<file path="config.mk">
export PLATFORM = sky130hd
export DESIGN_NAME = fetch_stage
export DESIGN_NICKNAME = d
export VERILOG_FILES = /design/src/rtl/fetch_stage_pkg.sv /design/src/rtl/fetch_stage_instr_len_decode.sv /design/src/rtl/fetch_stage.sv
export SDC_FILE = /design/constraint.sdc
export NUM_CORES = 1
export LEC_CHECK = 0
export CORE_MARGIN = 2
export CORE_UTILIZATION = 51
export CTS_CLUSTER_DIAMETER = 40
export DETAILED_ROUTE_END_ITERATION = 8
export PLACE_DENSITY = 0.83
export SYNTH_ARGS = -nofsm -noshare
export SYNTH_HDL_FRONTEND = slang
export SYNTH_SLANG_ARGS = --single-unit
</file>
<file path="constraint.sdc">
create_clock -name clk -period 3.1 [get_ports clk]
set_input_delay 0.465 -clock clk [delete_from_list [all_inputs] [get_ports clk]]
set_output_delay 0.465 -clock clk [all_outputs]
set_load 0.05 [all_outputs]
</file>
<file path="src/rtl/fetch_stage_pkg.sv">
// rtl/fetch_stage_pkg.sv - opcode constants, NOP word and fetch state encodings shared by fetch and decode
package fetch_stage_pkg;

    localparam logic [4:0] OP_LDM = 5'b00001;
    localparam logic [4:0] OP_STD = 5'b00010;
    localparam logic [4:0] OP_ADD = 5'b00011;
    localparam logic [4:0] OP_NOP = 5'b00101;
    localparam logic [4:0] OP_SHL = 5'b01111;
    localparam logic [4:0] OP_SHR = 5'b10000;
    localparam logic [4:0] OP_LDD = 5'b10011;

    localparam logic [31:0] NOP_INSTR = {OP_NOP, 27'h0};

    typedef enum logic [1:0] {
        S_BOOT  = 2'b00,
        S_WORD0 = 2'b01,
        S_WORD1 = 2'b10
    } fetch_state_e;

    function automatic logic [4:0] opcode_of(input logic [15:0] word);
        return word[15:11];
    endfunction

endpackage

</file>
<file path="src/rtl/fetch_stage_instr_len_decode.sv">
// rtl/fetch_stage_instr_len_decode.sv - flags opcodes whose immediate lives in a second memory word
module instr_len_decode
    import fetch_stage_pkg::*;
(
    input  logic [4:0] opcode_i,
    output logic       two_word_o
);

    always_comb begin
        two_word_o = 1'b0;
        case (opcode_i)
            OP_LDM, OP_STD, OP_SHL, OP_SHR, OP_LDD: two_word_o = 1'b1;
            default:                                two_word_o = 1'b0;
        endcase
    end

endmodule

</file>
<file path="src/rtl/fetch_stage.sv">
// rtl/fetch_stage.sv - PC owner and IF/ID word assembler; FETCH_BOOT_VECTOR_EN loads the PC from word 0 after reset
module fetch_stage
    import fetch_stage_pkg::*;
#(
    parameter int unsigned       ADDR_W       = 16,
    parameter logic [ADDR_W-1:0] RESET_VECTOR = '0
) (
    input  logic              clk,
    input  logic              reset,
    output logic [ADDR_W-1:0] imem_addr,
    input  logic [15:0]       imem_data,
    input  logic              stall,
    input  logic              flush,
    input  logic              redirect,
    input  logic [ADDR_W-1:0] redirect_pc,
    output logic [31:0]       instr,
    output logic              instr_valid,
    output logic [ADDR_W-1:0] instr_pc
);

    fetch_state_e      state_q, state_d;
    logic [ADDR_W-1:0] pc_q, pc_d;
    logic [15:0]       hi_word_q, hi_word_d;
    logic [ADDR_W-1:0] hi_pc_q, hi_pc_d;
    logic [31:0]       instr_q, instr_d;
    logic              instr_valid_q, instr_valid_d;
    logic [ADDR_W-1:0] instr_pc_q, instr_pc_d;

    logic              two_word;
    logic [ADDR_W-1:0] pc_inc;

    instr_len_decode u_len (
        .opcode_i   (opcode_of(imem_data)),
        .two_word_o (two_word)
    );

    // Wraps modulo 2^ADDR_W, also between the two words of one instruction.
    assign pc_inc = pc_q + {{(ADDR_W-1){1'b0}}, 1'b1};

    always_comb begin
        state_d       = state_q;
        pc_d          = pc_q;
        hi_word_d     = hi_word_q;
        hi_pc_d       = hi_pc_q;
        instr_d       = instr_q;
        instr_valid_d = instr_valid_q;
        instr_pc_d    = instr_pc_q;

        if (redirect) begin
            pc_d          = redirect_pc;
            state_d       = S_WORD0;
            instr_d       = NOP_INSTR;
            instr_valid_d = 1'b0;
        end else if (flush) begin
            // Rewind to the first word of the squashed instruction so it is refetched whole.
            instr_d       = NOP_INSTR;
            instr_valid_d = 1'b0;
            state_d       = S_WORD0;
            if (state_q == S_WORD1) begin
                pc_d = hi_pc_q;
            end
        end else if (!stall) begin
            case (state_q)
                S_WORD0: begin
                    pc_d = pc_inc;
                    if (two_word) begin
                        hi_word_d     = imem_data;
                        hi_pc_d       = pc_q;
                        instr_d       = NOP_INSTR;
                        instr_valid_d = 1'b0;
                        state_d       = S_WORD1;
                    end else begin
                        instr_d       = {imem_data, 16'h0000};
                        instr_valid_d = 1'b1;
                        instr_pc_d    = pc_q;
                    end
                end
                S_WORD1: begin
                    instr_d       = {hi_word_q, imem_data};
                    instr_valid_d = 1'b1;
                    instr_pc_d    = hi_pc_q;
                    pc_d          = pc_inc;
                    state_d       = S_WORD0;
                end
`ifdef FETCH_BOOT_VECTOR_EN
                S_BOOT: begin
                    pc_d    = ADDR_W'(imem_data);
                    state_d = S_WORD0;
                end
`endif
                default: begin
                    state_d = S_WORD0;
                end
            endcase
        end
    end

    always_ff @(posedge clk or negedge reset) begin
        if (!reset) begin
`ifdef FETCH_BOOT_VECTOR_EN
            state_q <= S_BOOT;
            pc_q    <= '0;
`else
            state_q <= S_WORD0;
            pc_q    <= RESET_VECTOR;
`endif
            hi_word_q     <= '0;
            hi_pc_q       <= '0;
            instr_q       <= NOP_INSTR;
            instr_valid_q <= 1'b0;
            instr_pc_q    <= '0;
        end else begin
            state_q       <= state_d;
            pc_q          <= pc_d;
            hi_word_q     <= hi_word_d;
            hi_pc_q       <= hi_pc_d;
            instr_q       <= instr_d;
            instr_valid_q <= instr_valid_d;
            instr_pc_q    <= instr_pc_d;
        end
    end

    assign imem_addr   = pc_q;
    assign instr       = instr_q;
    assign instr_valid = instr_valid_q;
    assign instr_pc    = instr_pc_q;

endmodule

</file>
After elaboration in Yosys (flattened, before gate mapping)
Cells that the tools add are included.
{"block": "word_totals", "mem_bits_ro": 0, "mem_count": 0, "regBits": 99, "latchBits": 0, "input_bits": 37, "out_inout_bits": 65, "ramBits": 0}
{"block": "op_classes", "n_div": 0, "magnitude_cmp": 0, "bitwise": 3, "shifts": 0, "n_eq_ne": 11, "multipliers": 0, "reduce_logical": 10, "mux": 23, "add_sub_neg": 1}
{"operator": "$mux W32", "count": 4}
{"operator": "$mux W16", "count": 6}
{"operator": "$pmux W32 S2", "count": 1}
{"operator": "$pmux W16 S2", "count": 1}
{"operator": "$add A16 B1 Y16 const B", "count": 1}
{"operator": "$eq A5 B5 Y1 const B", "count": 2}
{"operator": "$mux W2", "count": 5}
{"operator": "$reduce_and A5 Y1", "count": 2}
{"operator": "$ne A3 B1 Y1 const B", "count": 2}
{"operator": "$eq A5 B1 Y1 const B", "count": 1}
{"operator": "$eq A5 B2 Y1 const B", "count": 1}
{"operator": "$eq A5 B4 Y1 const B", "count": 1}
{"operator": "$mux W1", "count": 5}
{"operator": "$reduce_or A5 Y1", "count": 1}
{"operator": "$ne A4 B4 Y1 const B", "count": 1}
{"operator": "$reduce_and A2 Y1", "count": 2}
{"operator": "$reduce_bool A4 Y1", "count": 1}
{"operator": "$not A1 Y1", "count": 3}
{"operator": "$reduce_and A3 Y1", "count": 1}
{"operator": "$reduce_bool A3 Y1", "count": 1}
{"operator": "$eq A2 B1 Y1 const B", "count": 1}
{"operator": "$eq A2 B2 Y1 const B", "count": 1}
{"operator": "$ne A2 B2 Y1 const B", "count": 1}
{"operator": "$pmux W1 S2", "count": 1}
{"operator": "other kinds (2)", "count": 2}

Depth between registers and ports, before layout
Gate-level depths: netlist of run 1.
{"block": "depth", "depth_word": 8, "ltp_mapped": 9, "ltp_nobuf": 7}

Modules after synthesis
A second synthesis of run 1 with hierarchy kept.
{"block": "hier_totals", "cells_unflattened": 412, "hier_area_um2": 4643.2}
{"module": "fetch_stage", "n_inst": 1, "seq_area_each_um2": 2481.1, "cells_per_inst": 407, "area_per_inst_um2": 4590.7}
{"module": "instr_len_decode", "n_inst": 1, "seq_area_each_um2": 0.0, "cells_per_inst": 5, "area_per_inst_um2": 52.6}

Worst setup path after synthesis of run 1
No wires, ideal clock.
{"block": "synth_path", "path_kind": "in2reg", "startpoint": "input imem_data[12]", "endpoint": "register instr_pc_q[10] (netlist: instr_pc[10])", "setup_time_ns": 0.125, "required_time_ns": 2.975, "arrival_time_ns": 2.252, "slack_ns": 0.724, "path_stages": 7, "path_buffers": 2, "cell_sequence": "clkbuf_2 xor3_2 a2bb2oi_2 mux2i_1 nor3_2 buf_2 mux2_2"}
{"block": "synth_via", "elab_chain_cells": 5}
{"item": "start, declared", "line": "fetch_stage.sv:11", "rtl": "input logic [15:0] imem_data,"}
{"item": "$eq A5 B1 Y1, or another cell as far along", "line": "fetch_stage_instr_len_decode.sv:11", "rtl": "case (opcode_i)"}
{"item": "$reduce_or A5 Y1 *", "line": "fetch_stage_instr_len_decode.sv:11"}
{"item": "$mux W1 *", "line": "fetch_stage_instr_len_decode.sv:11"}
{"item": "$ne A2 B2 Y1 (no source line) *"}
{"item": "$reduce_and A5 Y1 (no source line) *"}
{"item": "end signal, assigned", "line": "fetch_stage.sv:119", "rtl": "instr_pc_q <= instr_pc_d;"}
{"item": "end, declared", "line": "fetch_stage.sv:27", "rtl": "logic [ADDR_W-1:0] instr_pc_q, instr_pc_d;"}
Every way passes the cells marked *; elsewhere a longest branch is shown, timed or not.
A chain may end at the register's enable or synchronous reset.

Final worst setup path of run 1
{"block": "layout_path", "startpoint": "register state_q[0]", "endpoint": "register instr_q[31] (netlist: instr[31])"}
{"block": "layout_via", "elab_chain_cells": 5}
{"item": "start, declared", "line": "fetch_stage.sv:21", "rtl": "fetch_state_e state_q, state_d;"}
{"item": "start signal, assigned", "line": "fetch_stage.sv:113", "rtl": "state_q <= state_d;"}
{"item": "$eq A2 B2 Y1 or $eq A2 B1 Y1 (tied branches)", "line": "fetch_stage.sv:63", "rtl": "case (state_q)"}
{"item": "$pmux W32 S2", "line": "fetch_stage.sv:63"}
{"item": "$mux W32", "line": "fetch_stage.sv:62", "rtl": "end else if (!stall) begin"}
{"item": "$mux W32", "line": "fetch_stage.sv:54", "rtl": "end else if (flush) begin"}
{"item": "$mux W32", "line": "fetch_stage.sv:49", "rtl": "if (redirect) begin"}
{"item": "end signal, assigned", "line": "fetch_stage.sv:117", "rtl": "instr_q <= instr_d;"}
{"item": "end, declared", "line": "fetch_stage.sv:25", "rtl": "logic [31:0] instr_q, instr_d;"}
Several ways; a longest one is shown, not always the timed one. The select of a mux whose other input is x is not followed.

==> flow_metrics.env, run 1 <==
export IMPL_synth_seq_cells=99
export IMPL_fin_nets=520
export IMPL_gr_total_overflow=0
export IMPL_period_minus_slack_ns=2.554
export IMPL_drive_above_1_share_pct=21.44
export IMPL_cp_arrival_ns=2.86
export IMPL_post_route_util_pct=66.00
export IMPL_synth_edff_count=0
export IMPL_synth_area_leaders="dfrtp_1 51%, mux2_4 8.9%, mux2_2 8.3%"
export IMPL_yosysTopAreaCellShare_pct=50.86
export IMPL_r2r_start="state_q[0]$_DFFE_PN1P_"
export IMPL_fin_hold_ws_ns=0.1435
export IMPL_synth_async_sr_flop_share_pct=100.0
export IMPL_startpoint="state_q[0]$_DFFE_PN1P_"
export IMPL_fp_coreArea_um2=9109
export IMPL_cts_sinks=99
export IMPL_ant_nets=0
export IMPL_synth_cells=385
export IMPL_grt_first_pass_wirelength_um=18330
export IMPL_synth_top_flop_cell="dfrtp_1"
export IMPL_run_status="finished, final reports clean"
export IMPL_setup_worst_path_end_class="flop"
export IMPL_fmax_ghz=0.3916
export IMPL_period_share_pct=82.37
export IMPL_dr_pass1_iters=5
export IMPL_ys_types=50
export IMPL_placed_cell_area_um2=5803
export IMPL_die_y_um=100.2
export IMPL_grt_use_total_pct=22.81
export IMPL_rows=35
export IMPL_hold_path_class="primary input to async pin"
export IMPL_drtIter0Drc=252
export IMPL_grt_pass1_vias=3652
export IMPL_clockBufferDepth=2
export IMPL_critPathKind="flop to flop"
export IMPL_max_slew_margin_pct=20.41
export IMPL_viasPerCell=6.081
export IMPL_cts_resized=0
export IMPL_cts_root_buf="clkbuf_8"
export IMPL_vias=3624
export IMPL_crit_path_max_incr_delay_ns=1.07
export IMPL_worstPathRequired_ns=3.40
export IMPL_crit_path_end="instr[31]$_DFFE_PN0P_"
export IMPL_fin_tns_setup_ns=0
export IMPL_r2r_end="instr[31]$_DFFE_PN0P_"
export IMPL_postLayoutCellArea_um2=6012
export IMPL_antenna_found_initial=0
export IMPL_r2r_cells=5
export IMPL_syn2layout_area_growth_pct=27.28
export IMPL_cts_htree_levels=3
export IMPL_crit_slowest_cell="and3_1"
export IMPL_p_per_area_nw_per_um2=590.9
export IMPL_routed_wl_um=11360
export IMPL_maxSlewViolCount=0
export IMPL_critPathLaunchType="flop"
export IMPL_die_w_um=100.2
export IMPL_die_area_um2=10050
export IMPL_numCtsBuffers=9
export IMPL_detail_route_wl_per_cell_um=19.05
export IMPL_post_cts_buffers=0
export IMPL_clkLatencyLatePin_ns=0.37
export IMPL_yosysTopAreaCell="dfrtp_1"
export IMPL_grt_start_max_net_pins=100
export IMPL_place_hpwl_um=7604
export IMPL_synthesis_area_um2=4723
export IMPL_cts_tree="built"
export IMPL_clk_pin_slew_ns=0.10
export IMPL_boundaryPins=102
export IMPL_postCtsHoldBufs=0
export IMPL_drc=0
export IMPL_crit_fanout=31
export IMPL_cp_common_cell="inv_1"
export IMPL_n_antenna_cell=0
export IMPL_place_congestion=0.8127
export IMPL_finalHoldViolCount=0
export IMPL_setup_viol=0
export IMPL_syn_avg_cell_area_um2=12.27
export IMPL_ys_warn_count=0
export IMPL_finClkSkew_ns=0.009972
export IMPL_leakage_uw=0.002769
export IMPL_seq_area_frac_synth_pct=52.53
export IMPL_worst_slew_pin_slew_ns=1.194
export IMPL_cap_violations=0
export IMPL_crit_chain="inv_1 > ha_1 > and3_1 > a222oi_1 > inv_1"
export IMPL_floorplan_initialDensity_pct=51.85
export IMPL_r2r_slack_ns=0.55
export IMPL_rsz0062_at_grt="false"
export IMPL_synth_nets=425
export IMPL_portBuffers=101
export IMPL_vdd_drop_max_mv=0.3887
-- placed cells by master (no fill, tap or decap), types with 7 or more instances in the layout --
cell / n
clkdlybuf4s50_1: 100
dfrtp_1: 96
mux2_2: 35
mux2_4: 28
o21ai_0: 26
nand2_1: 24
inv_1: 18
a22o_1: 17
nor2_1: 16
a222oi_1: 16
buf_4: 12
clkbuf_8: 10
a21oi_1: 7
-- logic make-up (layout without fill, tap and decap cells) --
family | after synthesis | after routing | synth area share (%)
buffers and inverters | 47 | 147 | 5.192
multiplexers | 66 | 66 | 17.88
AND/OR/NAND/NOR | 71 | 71 | 7.629
flip-flops | 99 | 99 | 52.53
XOR/XNOR | 2 | 2 | 0.7152
AO/OA/AOI/OAI | 97 | 97 | 15.26
adder cells (fa/ha/maj) | 3 | 3 | 0.7948
-- worst min path at each step --
stage	depth (start not counted)	from	slack, ns	to
6_report	2	reset	0.14	instr[3]$_DFFE_PN0P_
5_1_grt	2	reset	0.18	hi_word_q[2]$_DFFE_PN0P_
4_1_cts	2	reset	0.16	instr[2]$_DFFE_PN0P_
3_5_place_dp	1	instr[13]$_DFFE_PN0P_	0.48	instr[13]$_DFFE_PN0P_
3_3_place_gp	2	hi_word_q[13]$_DFFE_PN0P_	0.46	hi_word_q[13]$_DFFE_PN0P_
2_1_floorplan	0	reset	0.17	hi_pc_q[0]$_DFFE_PN0P_
-- cell type report --
cell class	count	area (um2)
fill	663	3097
inverter	18	67.56
sequential	99	2481
clock buffer	10	137.6
clock inverter	6	71.32
timing repair buffer	113	1111
multi-input combinational	239	2004
tap	111	138.9
-- metrics by stage --
stage          setup slack [ns]  std cells  power (uW)
4_1_cts                  0.5622        596        3569
5_1_grt                  0.3711        596        3694
3_5_place_dp             0.2532        580        2701
6_report                 0.5464        596        3552
2_1_floorplan            0.7237        385        2319
3_3_place_gp             0.2928        580        2659
-- layer usage --
metal  GRT usage [%]  share of wire (%)
met3           3.552                6.0
met2           37.22                 49
met1           31.31                 44
met5               0                  0
met4           7.692                1.6
-- report_power, final --
group          switching [uW]  total, uW  internal (uW)
clock                     469        874            405
combinational             559       1010            454
sequential                171       1670           1490
total                    1200       3550           2350
-- worst max-delay path, delay by kind of cell, from the launching register on --
| family | cells | cell delay, ns |
|---|---|---|
| and+or+nand+nor | 1 | 1.07 |
| buffers and inverters | 2 | 0.16 |
| DFF | 1 | 0.38 |
| adders and majority gates | 1 | 0.60 |
| AOI/OAI and AO/OA | 1 | 0.28 |
-- flip-flops by register name (all words and copies together), names as in the netlist --
name and count:
state_q 2, hi_word_q 16, instr_pc 16, instr_valid 1, hi_pc_q 16, instr 32, imem_addr 16
-- cells in the mapped netlist, types with 2 or more instances --
cell        n
mux2_4     28
and3_1      3
dfrtp_1    96
nand2_1    24
mux2_2     35
dfstp_2     3
o2bb2ai_1   2
a21oi_1     7
nor4b_1     3
or2_2       2
o21a_1      3
buf_12      3
mux2i_1     3
nand4_1     4
a222oi_1   16
nand3_1     2
a31oi_1     6
nor3b_1     5
nor4_1      2
inv_1      18
nor3_1      5
nor2_1     17
ha_1        3
a221oi_1    6
o21ai_0    26
clkbuf_1   21
o211ai_1    3
a22o_1     17
(Power assumes the default switching activity.)
==> run 2: changes to the inputs <==
clock period = 2.5 ns   (was 3.1 ns; I/O delays follow)
==> run 2 against run 1 <==
Net effect: setup slack worse by 0.28 ns; sequential share of layout area is 1.3 points lower; first-iteration DRC count is 7.1% higher; design area is 3.1% higher; die area stayed put; global-route usage is 1.6 points higher; via count is 2.4% higher; critical path depth is 2 higher; count of clock-buffer cells in the layout is 1 higher; largest cell class unchanged; hold slack worse by 0.034 ns; clock power is 26% higher.
==> flow_metrics.env, run 2 (synthesized netlist as in run 1, its figures left out) <==
export IMPL_cts_htree_levels=3
export IMPL_rsz0062_at_grt="false"
export IMPL_dr_pass1_iters=6
export IMPL_postLayoutCellArea_um2=6201
export IMPL_critPathKind="primary input to flop"
export IMPL_worst_slew_pin_slew_ns=0.8766
export IMPL_placed_cell_area_um2=5983
export IMPL_max_slew_margin_pct=41.56
export IMPL_period_share_pct=89.30
export IMPL_clockBufferDepth=2
export IMPL_finClkSkew_ns=0.01287
export IMPL_grt_first_pass_wirelength_um=19480
export IMPL_die_area_um2=10050
export IMPL_cap_violations=0
export IMPL_clkLatencyLatePin_ns=0.37
export IMPL_numCtsBuffers=9
export IMPL_leakage_uw=0.002877
export IMPL_multiInputGateArea_um2=2011
export IMPL_detail_route_wl_per_cell_um=19.00
export IMPL_die_y_um=100.2
export IMPL_n_antenna_cell=0
export IMPL_rows=35
export IMPL_boundaryPins=102
export IMPL_cp_arrival_ns=2.49
export IMPL_grt_pass1_vias=3768
export IMPL_grt_use_total_pct=24.37
export IMPL_regArea_um2=2481
export IMPL_drtIter0Drc=270
export IMPL_period_minus_slack_ns=2.233
export IMPL_cts_sinks=99
export IMPL_place_congestion=0.8768
export IMPL_gr_total_overflow=0
export IMPL_viasPerCell=6.033
export IMPL_fill_cells=659
export IMPL_vias=3710
export IMPL_maxSlewViolCount=0
export IMPL_clk_pin_slew_ns=0.09
export IMPL_grt_start_max_net_pins=72
export IMPL_drive_above_1_share_pct=24.40
export IMPL_setup_viol=0
export IMPL_finalHoldViolCount=0
export IMPL_floorplan_initialDensity_pct=51.85
export IMPL_vdd_drop_max_mv=0.3900
export IMPL_die_w_um=100.2
export IMPL_dp_cells=599
export IMPL_largest_reg_flops=32
export IMPL_syn2layout_area_growth_pct=31.28
export IMPL_drc=0
export IMPL_fin_tns_setup_ns=0
export IMPL_critPathLaunchType="primary input"
export IMPL_final_cell_mix="100 x clkdlybuf4s50_1, 96 x dfrtp_1, 35 x mux2_2, 28 x mux2_4, 28 x buf_4"
export IMPL_crit_fanout=9
export IMPL_antenna_found_initial=0
export IMPL_fmax_ghz=0.4479
export IMPL_hold_path_class="primary input to async pin"
export IMPL_portBuffers=101
export IMPL_fp_coreArea_um2=9109
export IMPL_setup_worst_path_end_class="flop"
export IMPL_place_hpwl_um=7929
export IMPL_cts_tree="built"
export IMPL_run_status="finished, final reports clean"
export IMPL_r2r_slack_ns=0.39
export IMPL_p_per_area_nw_per_um2=714.8
export IMPL_cts_root_buf="clkbuf_8"
export IMPL_finalNonFillerCells=615
export IMPL_layout_commonest_cell="clkdlybuf4s50_1"
export IMPL_worstPathRequired_ns=2.75
export IMPL_postCtsHoldBufs=0
export IMPL_routed_wl_um=11690
export IMPL_ant_nets=0
export IMPL_fin_nets=539
-- run 2: critical path, cell delays in order --
cell	delay [ns]
clkdlybuf4s50_1	0.50
xor3_2	0.46
a2bb2oi_2	0.23
mux2i_1	0.12
nor3_2	0.20
buf_4	0.25
mux2_2	0.35
-- run 2: final cells by class --
class                      instances  share of cell area (%)
sequential                        99                   40.01
tap                              111                   2.240
clock buffer                      11                   2.441
inverter                          18                   1.090
clock inverter                     5                  0.9685
timing repair buffer             132                   20.82
multi-input combinational        239                   32.43
-- run 2: worst paths after layout --
path	startpoint	endpoint	depth (start not counted)
max in group asynchronous	reset	hi_pc_q[15]$_DFFE_PN0P_	2
worst max register to register	state_q[0]$_DFFE_PN1P_	instr[24]$_DFFE_PN0P_	7
worst max-delay path	imem_data[15]	instr_pc[6]$_DFFE_PN0P_	7
min in group clk	hi_word_q[13]$_DFFE_PN0P_	hi_word_q[13]$_DFFE_PN0P_	2
worst min-delay path	reset	instr[2]$_DFFE_PN0P_	1
worst min register to register	hi_word_q[13]$_DFFE_PN0P_	hi_word_q[13]$_DFFE_PN0P_	2
-- run 2: what timing repair did --
item,in CTS,in global routing
gates resized for setup,0,1
setup buffers,0,0
endpoints found under the setup margin,0,13
-- run 2: per-stage QoR --
stage | setup WS, ns | util (%) | power [uW] | hold WS [ns]
3_3_place_gp | -0.1935 | 65.69 | 3317 | 0.4657
4_1_cts | 0.08704 | 68.01 | 4449 | 0.1477
3_5_place_dp | -0.2583 | 65.69 | 3358 | 0.4753
2_1_floorplan | 0.2137 | - | 2875 | 0.07941
5_1_grt | 0.1680 | 68.08 | 4614 | 0.1925
6_report | 0.2674 | 68.08 | 4432 | 0.1091
-- run 2: metal layers --
layer | global-route usage, % | up-vias | routed length (um)
met5 | 0 | - | 0
met1 | 34.47 | 1866 | 5151
met2 | 38.93 | 164 | 5649
met4 | 7.692 | 0 | 181
met3 | 3.760 | 21 | 705
li1 | - | 1659 | -
-- run 2: power by group --
part,switching (uW),total (uW),leakage (uW),internal [uW]
sequential,209,2060,0.00129,1850
combinational,695,1280,0.00148,580
clock,574,1100,0.000106,522
total,1480,4430,0.00288,2950
